$ cat config.mk
export PLATFORM = sky130hd
export DESIGN_NAME = alu_cdb_unit
export DESIGN_NICKNAME = d
export VERILOG_FILES = /design/src/rtl/alu_cdb_unit_pkg.sv /design/src/rtl/alu_cdb_unit_calc.sv /design/src/rtl/alu_cdb_unit.sv
export SDC_FILE = /design/constraint.sdc
export NUM_CORES = 1
export LEC_CHECK = 0
export BUFFER_PORTS_ARGS = -buffer_cell sky130_fd_sc_hd__buf_4
export CAP_MARGIN = 20
export CORE_ASPECT_RATIO = 2
export CORE_UTILIZATION = 55
export DETAILED_ROUTE_END_ITERATION = 7
export HOLD_SLACK_MARGIN = 0.02
export PLACE_DENSITY_LB_ADDON = 0.12
export SLEW_MARGIN = 10
export SYNTH_ARGS = -nofsm -noshare
export SYNTH_HDL_FRONTEND = slang
export SYNTH_SLANG_ARGS = --single-unit
export TNS_END_PERCENT = 20
$ cat constraint.sdc
create_clock -name clk -period 8.2 [get_ports clk]
set_clock_uncertainty 0.05 [all_clocks]
set_input_delay 0.82 -clock clk [delete_from_list [all_inputs] [get_ports clk]]
set_output_delay 0.82 -clock clk [all_outputs]
set_load 0.02 [all_outputs]
$ cat src/rtl/alu_cdb_unit_pkg.sv
// Shared definitions for the ALU/CDB execution unit: default widths,
// operation codes and the layout of one queued CDB entry.
package alu_cdb_unit_pkg;

    localparam int DEF_DAT_W   = 32;
    localparam int DEF_ADR_W   = 32;
    localparam int DEF_ROB_BIT = 4;
    localparam int DEF_OP_W    = 5;
    localparam int DEF_QD      = 4;

    // Operation codes issued by the reservation station.
    typedef enum logic [DEF_OP_W-1:0] {
        OP_ADD    = 5'd0,
        OP_SUB    = 5'd1,
        OP_SLL    = 5'd2,
        OP_SLT    = 5'd3,
        OP_SLTU   = 5'd4,
        OP_XOR    = 5'd5,
        OP_SRL    = 5'd6,
        OP_SRA    = 5'd7,
        OP_OR     = 5'd8,
        OP_AND    = 5'd9,
        OP_LUI    = 5'd10,
        OP_AUIPC  = 5'd11,
        OP_JAL    = 5'd12,
        OP_JALR   = 5'd13,
        OP_BEQ    = 5'd14,
        OP_BNE    = 5'd15,
        OP_BLT    = 5'd16,
        OP_BGE    = 5'd17,
        OP_BLTU   = 5'd18,
        OP_BGEU   = 5'd19,
        OP_MUL    = 5'd20,
        OP_MULH   = 5'd21,
        OP_MULHSU = 5'd22,
        OP_MULHU  = 5'd23
    } alu_op_e;

    // Field layout of one result-queue entry at default widths.
    typedef struct packed {
        logic [DEF_ROB_BIT-1:0] qd;
        logic [DEF_DAT_W-1:0]   v;
        logic                   br;
        logic                   taken;
        logic [DEF_ADR_W-1:0]   tgt;
    } cdb_entry_t;

endpackage

$ cat src/rtl/alu_cdb_unit_calc.sv
// alu_calc: purely combinational RV32I integer/branch evaluation.
// Build option: define ALU_MUL_EN to add MUL/MULH/MULHSU/MULHU on codes 20-23;
// without it those codes yield value 0, br 0 and no multiplier exists.
module alu_calc
    import alu_cdb_unit_pkg::*;
#(
    parameter int DAT_W = DEF_DAT_W,
    parameter int ADR_W = DEF_ADR_W,
    parameter int OP_W  = DEF_OP_W
)(
    input  logic [OP_W-1:0]  i_op,
    input  logic             i_ic,
    input  logic [DAT_W-1:0] i_vs,
    input  logic [DAT_W-1:0] i_vt,
    input  logic [DAT_W-1:0] i_imm,
    input  logic [ADR_W-1:0] i_pc,
    output logic [DAT_W-1:0] o_v,
    output logic             o_br,
    output logic             o_taken,
    output logic [ADR_W-1:0] o_tgt
);

    localparam int SH_W = $clog2(DAT_W);

    logic [DAT_W-1:0] w_a;
    logic [DAT_W-1:0] w_b;
    logic [SH_W-1:0]  w_shamt;
    logic [ADR_W-1:0] w_pc4;
    logic [ADR_W-1:0] w_pc_imm;
    logic [DAT_W-1:0] w_jalr;
    logic             w_eq;
    logic             w_lt;
    logic             w_ltu;
    logic             w_slt;
    logic             w_sltu;

    assign w_a      = i_vs;
    assign w_b      = i_ic ? i_vt : i_imm;
    assign w_shamt  = w_b[SH_W-1:0];
    assign w_pc4    = i_pc + ADR_W'(32'd4);
    assign w_pc_imm = i_pc + ADR_W'(i_imm);
    assign w_jalr   = (i_vs + i_imm) & ~(DAT_W'(1'b1));
    // Branch comparisons always use rs2, independent of the ic select.
    assign w_eq     = (i_vs == i_vt);
    assign w_lt     = ($signed(i_vs) < $signed(i_vt));
    assign w_ltu    = (i_vs < i_vt);
    // Set-less-than compares against the selected second operand.
    assign w_slt    = ($signed(w_a) < $signed(w_b));
    assign w_sltu   = (w_a < w_b);

`ifdef ALU_MUL_EN
    logic [2*DAT_W-1:0] w_mul_uu;
    logic [2*DAT_W-1:0] w_mul_ss;
    logic [2*DAT_W-1:0] w_mul_su;

    assign w_mul_uu = {{DAT_W{1'b0}}, w_a} * {{DAT_W{1'b0}}, w_b};
    assign w_mul_ss = $signed({{DAT_W{w_a[DAT_W-1]}}, w_a}) * $signed({{DAT_W{w_b[DAT_W-1]}}, w_b});
    assign w_mul_su = {{DAT_W{w_a[DAT_W-1]}}, w_a} * {{DAT_W{1'b0}}, w_b};
`endif

    // Select result value and redirect information for the issued op.
    always_comb begin
        o_v     = {DAT_W{1'b0}};
        o_br    = 1'b0;
        o_taken = 1'b0;
        o_tgt   = {ADR_W{1'b0}};
        case (i_op)
            OP_ADD:   o_v = w_a + w_b;
            OP_SUB:   o_v = w_a - w_b;
            OP_SLL:   o_v = w_a << w_shamt;
            OP_SLT:   o_v = {{(DAT_W-1){1'b0}}, w_slt};
            OP_SLTU:  o_v = {{(DAT_W-1){1'b0}}, w_sltu};
            OP_XOR:   o_v = w_a ^ w_b;
            OP_SRL:   o_v = w_a >> w_shamt;
            OP_SRA:   o_v = DAT_W'($signed(w_a) >>> w_shamt);
            OP_OR:    o_v = w_a | w_b;
            OP_AND:   o_v = w_a & w_b;
            OP_LUI:   o_v = i_imm;
            OP_AUIPC: o_v = DAT_W'(w_pc_imm);
            OP_JAL: begin
                o_v     = DAT_W'(w_pc4);
                o_br    = 1'b1;
                o_taken = 1'b1;
                o_tgt   = w_pc_imm;
            end
            OP_JALR: begin
                o_v     = DAT_W'(w_pc4);
                o_br    = 1'b1;
                o_taken = 1'b1;
                o_tgt   = ADR_W'(w_jalr);
            end
            OP_BEQ:  begin o_br = 1'b1; o_taken = w_eq;   o_tgt = w_eq   ? w_pc_imm : w_pc4; end
            OP_BNE:  begin o_br = 1'b1; o_taken = !w_eq;  o_tgt = !w_eq  ? w_pc_imm : w_pc4; end
            OP_BLT:  begin o_br = 1'b1; o_taken = w_lt;   o_tgt = w_lt   ? w_pc_imm : w_pc4; end
            OP_BGE:  begin o_br = 1'b1; o_taken = !w_lt;  o_tgt = !w_lt  ? w_pc_imm : w_pc4; end
            OP_BLTU: begin o_br = 1'b1; o_taken = w_ltu;  o_tgt = w_ltu  ? w_pc_imm : w_pc4; end
            OP_BGEU: begin o_br = 1'b1; o_taken = !w_ltu; o_tgt = !w_ltu ? w_pc_imm : w_pc4; end
`ifdef ALU_MUL_EN
            OP_MUL:    o_v = w_mul_uu[DAT_W-1:0];
            OP_MULH:   o_v = w_mul_ss[2*DAT_W-1:DAT_W];
            OP_MULHSU: o_v = w_mul_su[2*DAT_W-1:DAT_W];
            OP_MULHU:  o_v = w_mul_uu[2*DAT_W-1:DAT_W];
`endif
            default: begin
                o_v     = {DAT_W{1'b0}};
                o_br    = 1'b0;
                o_taken = 1'b0;
                o_tgt   = {ADR_W{1'b0}};
            end
        endcase
    end

endmodule

$ cat src/rtl/alu_cdb_unit.sv
// alu_cdb_unit: accepts one issued op per cycle, evaluates it through
// alu_calc, queues the result and broadcasts the queue head on the CDB
// under arbiter grant. Optional multiply ops are enabled by ALU_MUL_EN
// (handled inside alu_calc).
module alu_cdb_unit
    import alu_cdb_unit_pkg::*;
#(
    parameter int DAT_W   = DEF_DAT_W,
    parameter int ADR_W   = DEF_ADR_W,
    parameter int ROB_BIT = DEF_ROB_BIT,
    parameter int OP_W    = DEF_OP_W,
    parameter int QD      = DEF_QD
)(
    input  logic               clk,
    input  logic               rst,
    input  logic               en,
    input  logic               br_flag,
    input  logic               alu_en_i,
    input  logic [OP_W-1:0]    alu_op_i,
    input  logic               alu_ic_i,
    input  logic [ROB_BIT-1:0] alu_qd_i,
    input  logic [DAT_W-1:0]   alu_vs_i,
    input  logic [DAT_W-1:0]   alu_vt_i,
    input  logic [DAT_W-1:0]   alu_imm_i,
    input  logic [ADR_W-1:0]   alu_pc_i,
    output logic               alu_full_o,
    input  logic               cdb_gnt_i,
    output logic               cdb_en_o,
    output logic [ROB_BIT-1:0] cdb_q_o,
    output logic [DAT_W-1:0]   cdb_v_o,
    output logic               cdb_br_o,
    output logic               cdb_taken_o,
    output logic [ADR_W-1:0]   cdb_tgt_o,
    output logic               ovf_o
);

    localparam int PW = $clog2(QD);
    localparam int CW = PW + 1;
    localparam logic [PW-1:0] PTR_ONE = PW'(1'b1);
    localparam logic [CW-1:0] CNT_ONE = CW'(1'b1);
    localparam logic [CW-1:0] CNT_MAX = CW'(QD);
    localparam logic [CW-1:0] CNT_AF  = CW'(QD - 1);

    // Computed result for the op currently presented by the RS.
    logic [DAT_W-1:0] w_v;
    logic             w_br;
    logic             w_taken;
    logic [ADR_W-1:0] w_tgt;

    // Queue storage and pointers.
    logic [ROB_BIT-1:0] r_q_mem     [QD];
    logic [DAT_W-1:0]   r_v_mem     [QD];
    logic               r_br_mem    [QD];
    logic               r_taken_mem [QD];
    logic [ADR_W-1:0]   r_tgt_mem   [QD];
    logic [PW-1:0]      r_head;
    logic [PW-1:0]      r_tail;
    logic [CW-1:0]      r_count;
    logic               r_ovf;

    logic w_nonempty;
    logic w_full;
    logic w_push_req;
    logic w_pop;
    logic w_push;
    logic w_drop;

    alu_calc #(
        .DAT_W (DAT_W),
        .ADR_W (ADR_W),
        .OP_W  (OP_W)
    ) u_calc (
        .i_op    (alu_op_i),
        .i_ic    (alu_ic_i),
        .i_vs    (alu_vs_i),
        .i_vt    (alu_vt_i),
        .i_imm   (alu_imm_i),
        .i_pc    (alu_pc_i),
        .o_v     (w_v),
        .o_br    (w_br),
        .o_taken (w_taken),
        .o_tgt   (w_tgt)
    );

    assign w_nonempty = (r_count != {CW{1'b0}});
    assign w_full     = (r_count == CNT_MAX);
    assign w_push_req = en && alu_en_i;
    assign w_pop      = en && w_nonempty && cdb_gnt_i;
    // A full queue still accepts a push when the head leaves in the same cycle.
    assign w_push     = w_push_req && (!w_full || w_pop);
    assign w_drop     = w_push_req && w_full && !w_pop;

    // Pointer, occupancy and sticky-overflow bookkeeping; flush wins over push/pop.
    always_ff @(posedge clk) begin
        if (rst) begin
            r_head  <= {PW{1'b0}};
            r_tail  <= {PW{1'b0}};
            r_count <= {CW{1'b0}};
            r_ovf   <= 1'b0;
        end else if (br_flag) begin
            r_head  <= {PW{1'b0}};
            r_tail  <= {PW{1'b0}};
            r_count <= {CW{1'b0}};
        end else begin
            if (w_push) begin
                r_tail <= r_tail + PTR_ONE;
            end
            if (w_pop) begin
                r_head <= r_head + PTR_ONE;
            end
            if (w_push && !w_pop) begin
                r_count <= r_count + CNT_ONE;
            end else if (w_pop && !w_push) begin
                r_count <= r_count - CNT_ONE;
            end
            if (w_drop) begin
                r_ovf <= 1'b1;
            end
        end
    end

    // Write the computed result into the tail entry on an accepted push.
    always_ff @(posedge clk) begin
        if (!rst && !br_flag && w_push) begin
            r_q_mem[r_tail]     <= alu_qd_i;
            r_v_mem[r_tail]     <= w_v;
            r_br_mem[r_tail]    <= w_br;
            r_taken_mem[r_tail] <= w_taken;
            r_tgt_mem[r_tail]   <= w_tgt;
        end
    end

    // Present the head entry on the CDB, forcing zeros while the queue is empty.
    always_comb begin
        cdb_en_o    = 1'b0;
        cdb_q_o     = {ROB_BIT{1'b0}};
        cdb_v_o     = {DAT_W{1'b0}};
        cdb_br_o    = 1'b0;
        cdb_taken_o = 1'b0;
        cdb_tgt_o   = {ADR_W{1'b0}};
        if (w_nonempty) begin
            cdb_en_o    = 1'b1;
            cdb_q_o     = r_q_mem[r_head];
            cdb_v_o     = r_v_mem[r_head];
            cdb_br_o    = r_br_mem[r_head];
            cdb_taken_o = r_taken_mem[r_head];
            cdb_tgt_o   = r_tgt_mem[r_head];
        end else begin
            cdb_en_o    = 1'b0;
        end
    end

    // Almost-full leaves one entry of slack for the RS stall, which lags a cycle.
    assign alu_full_o = (r_count >= CNT_AF);
    assign ovf_o      = r_ovf;

endmodule

Word-level counts from Yosys, hierarchy flattened
Memory sizes are Yosys's and may differ from the RTL's. A register that Yosys moved wholly into a read port is not among the register bits. Index checks and enable logic that the tools add are counted.

Add/subtract/negate cells: 9. Multiply operators: 0. Divide/modulo/power cells: 0. $lt $le $gt $ge: 5. Equality and inequality tests: 21. Shift-type cells: 3. Multiplexer cells: 31. Bitwise operators: 4. Reductions and logical operators: 26.

Operators with widths (number): case mux 32 bit (13 select lines) (1); two-way mux 32 bit (9); case mux 32 bit (8 select lines) (1); < comparator 32 bit (4); adder 32 bit (3); equality test 5 x 4 -> 1 bit (second input constant) (8); adder 32 x 3 -> 32 bit (second input constant) (1); AND 32 bit (1); equality test 32 bit (1); OR 32 bit (1); << shifter 32 x 5 -> 32 bit (1); >> shifter 32 x 5 -> 32 bit (1); >>> shifter 32 x 5 -> 32 bit (1); subtractor 32 bit (1); XOR 32 bit (1); equality test 5 x 3 -> 1 bit (second input constant) (4); equality test 5 bit (second input constant) (4); two-way mux 2 bit (10); equality test 5 x 2 -> 1 bit (second input constant) (2); logical AND 1 bit (10); zero test 1 bit (8); OR reduction 8 bit (1); case mux 1 bit (7 select lines) (1); two-way mux 1 bit (6); 15 further kinds (18).

Register bits after elaboration: 8. Bits in latches: 0. Bits in writable memories: 280. Bits in read-only memories: 0. Input port bits: 144. Output and inout bits: 73. Word-level logic and storage cells: 108. Memories: 5.

Memories: r_tgt_mem (words 4, bits a word 32, read ports 1, clocked after memory_dff 1, write ports 1, RTL line alu_cdb_unit.sv:55) `logic [ADR_W-1:0] r_tgt_mem [QD];`; r_v_mem (words 4, bits a word 32, read ports 1, clocked after memory_dff 1, write ports 1, RTL line alu_cdb_unit.sv:52) `logic [DAT_W-1:0] r_v_mem [QD];`; r_q_mem (words 4, bits a word 4, read ports 1, clocked after memory_dff 1, write ports 1, RTL line alu_cdb_unit.sv:51) `logic [ROB_BIT-1:0] r_q_mem [QD];`; r_br_mem (words 4, bits a word 1, read ports 1, clocked after memory_dff 1, write ports 1, RTL line alu_cdb_unit.sv:53) `logic r_br_mem [QD];`; r_taken_mem (words 4, bits a word 1, read ports 1, clocked after memory_dff 1, write ports 1, RTL line alu_cdb_unit.sv:54) `logic r_taken_mem [QD];`.

Logic depth before layout (Yosys ltp)
Depth in word-level cells: 9. Mapped depth: 18. Gate-level depth less buffers: 15.

Hierarchy
From an unflattened synthesis, not the netlist that was laid out.

Cells, all modules: 2751. Area, all modules: 25789.7 um^2.

Modules (own cells, without submodules): alu_calc (instances 1, cells each 2249, area an instance 14675.3 um^2, sequential area each 0.0 um^2); alu_cdb_unit (instances 1, cells each 502, area an instance 11114.4 um^2, sequential area each 8608.3 um^2).

Least setup slack after synthesis
No wires, ideal clock.

Path type: input -> register. From: input alu_ic_i. To: memory r_v_mem[0][24] (netlist name), data pin. Setup time: 0.303 ns. Arrival time: 4.346 ns. Required time: 7.847 ns. Setup slack: 3.500 ns. Cell stages on the path: 16. Buffers on the path: 4. Cells stage by stage: buf_6 > mux2i_1 > clkbuf_1 > clkbuf_1 > clkbuf_1 > ha_1 > o21a_1 > a211oi_1 > o21ai_1 > a211o_1 > a21oi_1 > a21oi_1 > a21boi_2 > nor3_1 > o21ai_0 > o2111ai_1.

Cells in the longest elaborated chain, start to end: 3. Elaborated cells between the ends (all ways): 10. Those cells by class: add/sub (2); shift (3); mux (2); bitwise (3).

RTL lines: start: declaration (RTL line alu_cdb_unit.sv:20) `input logic alu_ic_i,`; two-way mux 32 bit * (RTL line alu_cdb_unit_calc.sv:38) `assign w_b = i_ic ? i_vt : i_imm;`; subtractor 32 bit (tied with other cells) (RTL line alu_cdb_unit_calc.sv:69) `OP_SUB: o_v = w_a - w_b;`; case mux 32 bit (13 select lines) * (RTL line alu_cdb_unit_calc.sv:67) `case (i_op)`; named net u_calc.o_v[24] (RTL line alu_cdb_unit_calc.sv:17) `output logic [DAT_W-1:0] o_v,`; end: declaration (RTL line alu_cdb_unit.sv:52).

Mark *: on every way through the listed nets, which the timed path passes. The rest lies on a longest branch.

Final worst setup path
From: input alu_ic_i. To: memory r_v_mem[0][28] (netlist name), data pin.

Same word-level chain as after synthesis.

==> key figures <==
Floorplanning
  – Row cnt: 111
  – Die ar.: around 48,000 um2
  – Core area: 46,000 um2
  – Die W: between 150 and 200 um
  – Starting Density: 0.559
  – Die Y: approximately 300 um
  – Total I/O pin count: around 220

Setup path
  – Cell family with most CP delay: compound AO/OA/AOI/OAI gates
  – Reg-to-reg slack, setup: between 5 and 6 ns
  – CP bufs+invs: 3
  – CP Max Fanout: 27
  – Worst-path cell chain: buf_4 -> mux2i_4 -> inv_1 -> ha_1 -> inv_1 -> fa_1 -> nor2b_1 -> o221ai_1 -> o2bb2ai_1 -> o21ai_0 -> a31o_2 -> and3_1 -> a2111oi_2 -> xor2_1 -> a21oi_1 -> o221ai_1
  – Crit path kind: in2reg
  – Max incr delay on CP: approximately 0.8 ns
  – Critical path endpoint category: flip-flop
  – CP required: 8.30 ns
  – Crit-path slowest cell: inv_1
  – CP startpoint kind: input port
  – Crit path arrival time: between 5 and 6 ns

Final layout
  – Final std cells w/o fill: 3,486
  – Fraction of layout cells with a size suffix above 1: 0.150
  – Area growth syn-to-layout: 10.5%
  – Design area: between 20,000 and 30,000 um2
  – NumNets Final: around 3,200
  – # diodes: 0

Logic synthesis
  – Synthesized area per cell: about 9.4 um2
  – Main combinational cell family by area after synthesis: compound AO/OA/AOI/OAI gates
  – Post-synthesis sequential area ratio: 0.335
  – Flops & latches, synth: just under 300
  – Distinct cells, synth: 94
  – EDFF count, synth: between 200 and 300
  – Mux share of post-synthesis cell area: 0.115
  – Compound-Gate Fraction of Synth Area: 0.216
  – Simple-Gate Fraction of Synth Area: 0.148
  – Post-Syn Nets: between 3,000 and 4,000
  – Post-synth ARST share: 0
  – Synth top area share: 0.327
  – Cell taking the most area after synthesis: edfxtp_1
  – Yosys synthesis warning count: 0
  – Top_reg_cell synth: edfxtp_1
  – Adder-cell area share of the yosys netlist: 0.0998
  – XOR/XNOR Fraction of Synth Area: 0.0371
  – Syn Inst Count: between 2,000 and 3,000
  – Synth Cell Area: 25,700 um2
  – Ranking of synthesized cells by area: edfxtp_1 33%, ha_1 9.6%, mux4_2 6.4%

Pwr
  – Power Density: 149 nW/um2
  – P_leak: roughly 11 nW
  – Peak VDD IR: 0.135 mV

Detailed routing
  – DRC viols: 6
  – Wirelength per Cell: between 30 and 40 um
  – DRT Wirelength: about 120,000 um
  – Initial DRC Count: roughly 3,300
  – TritonRoute pass-1 iters: 8
  – Via Count: between 20,000 and 30,000
  – DRT antenna net count: 0
  – Via-to-Cell Ratio: between 7 and 8

CTS
  – TritonCTS clock tree: yes
  – Clk_lat worst skew: 0.51 ns
  – Cts hold-fix bufs: 0
  – Clock slew at reported path FFs: roughly 0.080 ns
  – Clock root cell: clkbuf_16
  – TritonCTS buffer count: 19
  – Setup Buffers After CTS: 0
  – Clk buf depth: 3
  – Resized cells post-CTS: 0
  – H-tree depth: 1
  – Clk sinks: slightly below 300

Run status
  – Failing checks: DRC
  – Status: finished, violations left

Placed design
  – RePlAce Congestion: 1.10
  – Placed Cells: between 3,000 and 4,000
  – Post-DP Area: around 28,000 um2
  – PortBufs: 216
  – Hpwl dp: just under 90,000 um

Global route
  – Pin count of the biggest net entering global routing: 74
  – First-pass GRT wire length: roughly 160,000 um
  – Vias in the first global route: approximately 25,000
  – Gr ovfl total: 0
  – Initial antenna violation count: 0
  – Total track usage: 0.476

Timing
  – Fmax: 188 MHz
  – Sum Neg Setup Slack: 0 ns
  – Final cycle utilization of the critical path: 0.649
  – Slew @ Worst Pin: roughly 1.2 ns
  – Fin crit period: ~5.3 ns
  – Final Max Tran Viols: 0
  – RSZ-0062 raised after global routing: false
  – Setup violations, final: 0
  – Hold Violations, Final: 0
  – Worst slew margin: 0.195

Worst hold path
  – Worst min path class: in2reg

Job
  – Max Cap Violations: 0
-- metrics by stage --
step / util / setup WS, ns / hold WS (ns) / power (W)
3_5_place_dp: 0.605 / 2.56 / 0.473 / 0.00322
6_report: 0.617 / 2.88 / 0.461 / 0.00423
4_1_cts: 0.617 / 3.08 / 0.448 / 0.00415
3_3_place_gp: 0.605 / 2.55 / 0.430 / 0.00319
5_1_grt: 0.617 / 2.79 / 0.460 / 0.00432
2_1_floorplan: - / 3.50 / 0.435 / 0.00264
-- routing by layer --
metal | routed length [um] | vias up | track usage
met5 | 0 | - | 0
met4 | 13800 | 0 | 0.472
met3 | 11500 | 649 | 0.0909
met2 | 53100 | 1980 | 0.779
met1 | 37000 | 12000 | 0.505
li1 | - | 10600 | -
-- final cells by class --
type | instances | area [um2]
multi-input combinational | 2140 | 15900
clock inverter | 8 | 73.8
timing repair buffer | 256 | 1920
fill | 3751 | 17600
clock buffer | 25 | 508
sequential | 290 | 8610
inverter | 146 | 548
tap | 621 | 777
-- synthesized netlist by cell type (35+ instances only) --
library cell	count
ha_1	197
o21ai_0	172
mux2i_1	119
edfxtp_1	280
nor3_1	56
o221ai_1	35
xor2_1	49
a21o_1	49
nor2_1	254
o211ai_1	40
and2_1	78
clkbuf_1	104
nand2_1	209
xnor2_1	55
mux4_2	73
nand3_1	53
inv_1	141
a21oi_1	198
-- sequential cells by signal, summed over array words and instances, names as in the netlist, named ones only --
signal	count
r_head	2
r_count	3
r_tail	2
r_q_mem	16
r_br_mem	4
r_tgt_mem	128
r_taken_mem	4
ovf_o	1
r_v_mem	128
-- cells in the final DEF, fill, tap and decap left out, types with 53 or more instances in the layout --
master,synthesis,routed
a21oi_1,198,198
and2_1,78,78
buf_4,10,255
edfxtp_1,280,280
ha_1,197,197
inv_1,141,141
mux2i_1,119,117
mux4_2,73,73
nand2_1,209,209
nand3_1,53,53
nor2_1,254,250
nor3_1,56,55
o21ai_0,172,172
xnor2_1,55,55
-- final timing paths --
check                                 from             end  cells after the start
worst min-delay path                   rst           ovf_o                      2
worst max register to register  r_count[2]      r_count[2]                      8
worst max-delay path              alu_ic_i  r_v_mem[0][28]                     16
worst min register to register   r_head[1]       flip-flop                      2
-- logic make-up (layout without fill, tap and decap cells) --
kind of cell               Yosys count  after routing
and+or+nand+nor                    810            810
adders and majority gates          202            202
AOI/OAI and AO/OA                  821            821
buffers and inverters              306            435
muxes                              201            201
xor gates and xnor gates           106            106
DFF                                290            290
-- where the power goes --
group          switching [W]  internal [W]  total, W
logic                0.00108      0.000517   0.00160
registers         0.00000589       0.00167   0.00167
clock network       0.000481      0.000474  0.000955
total                0.00157       0.00266   0.00423
Power figures use the tool's default switching activity.
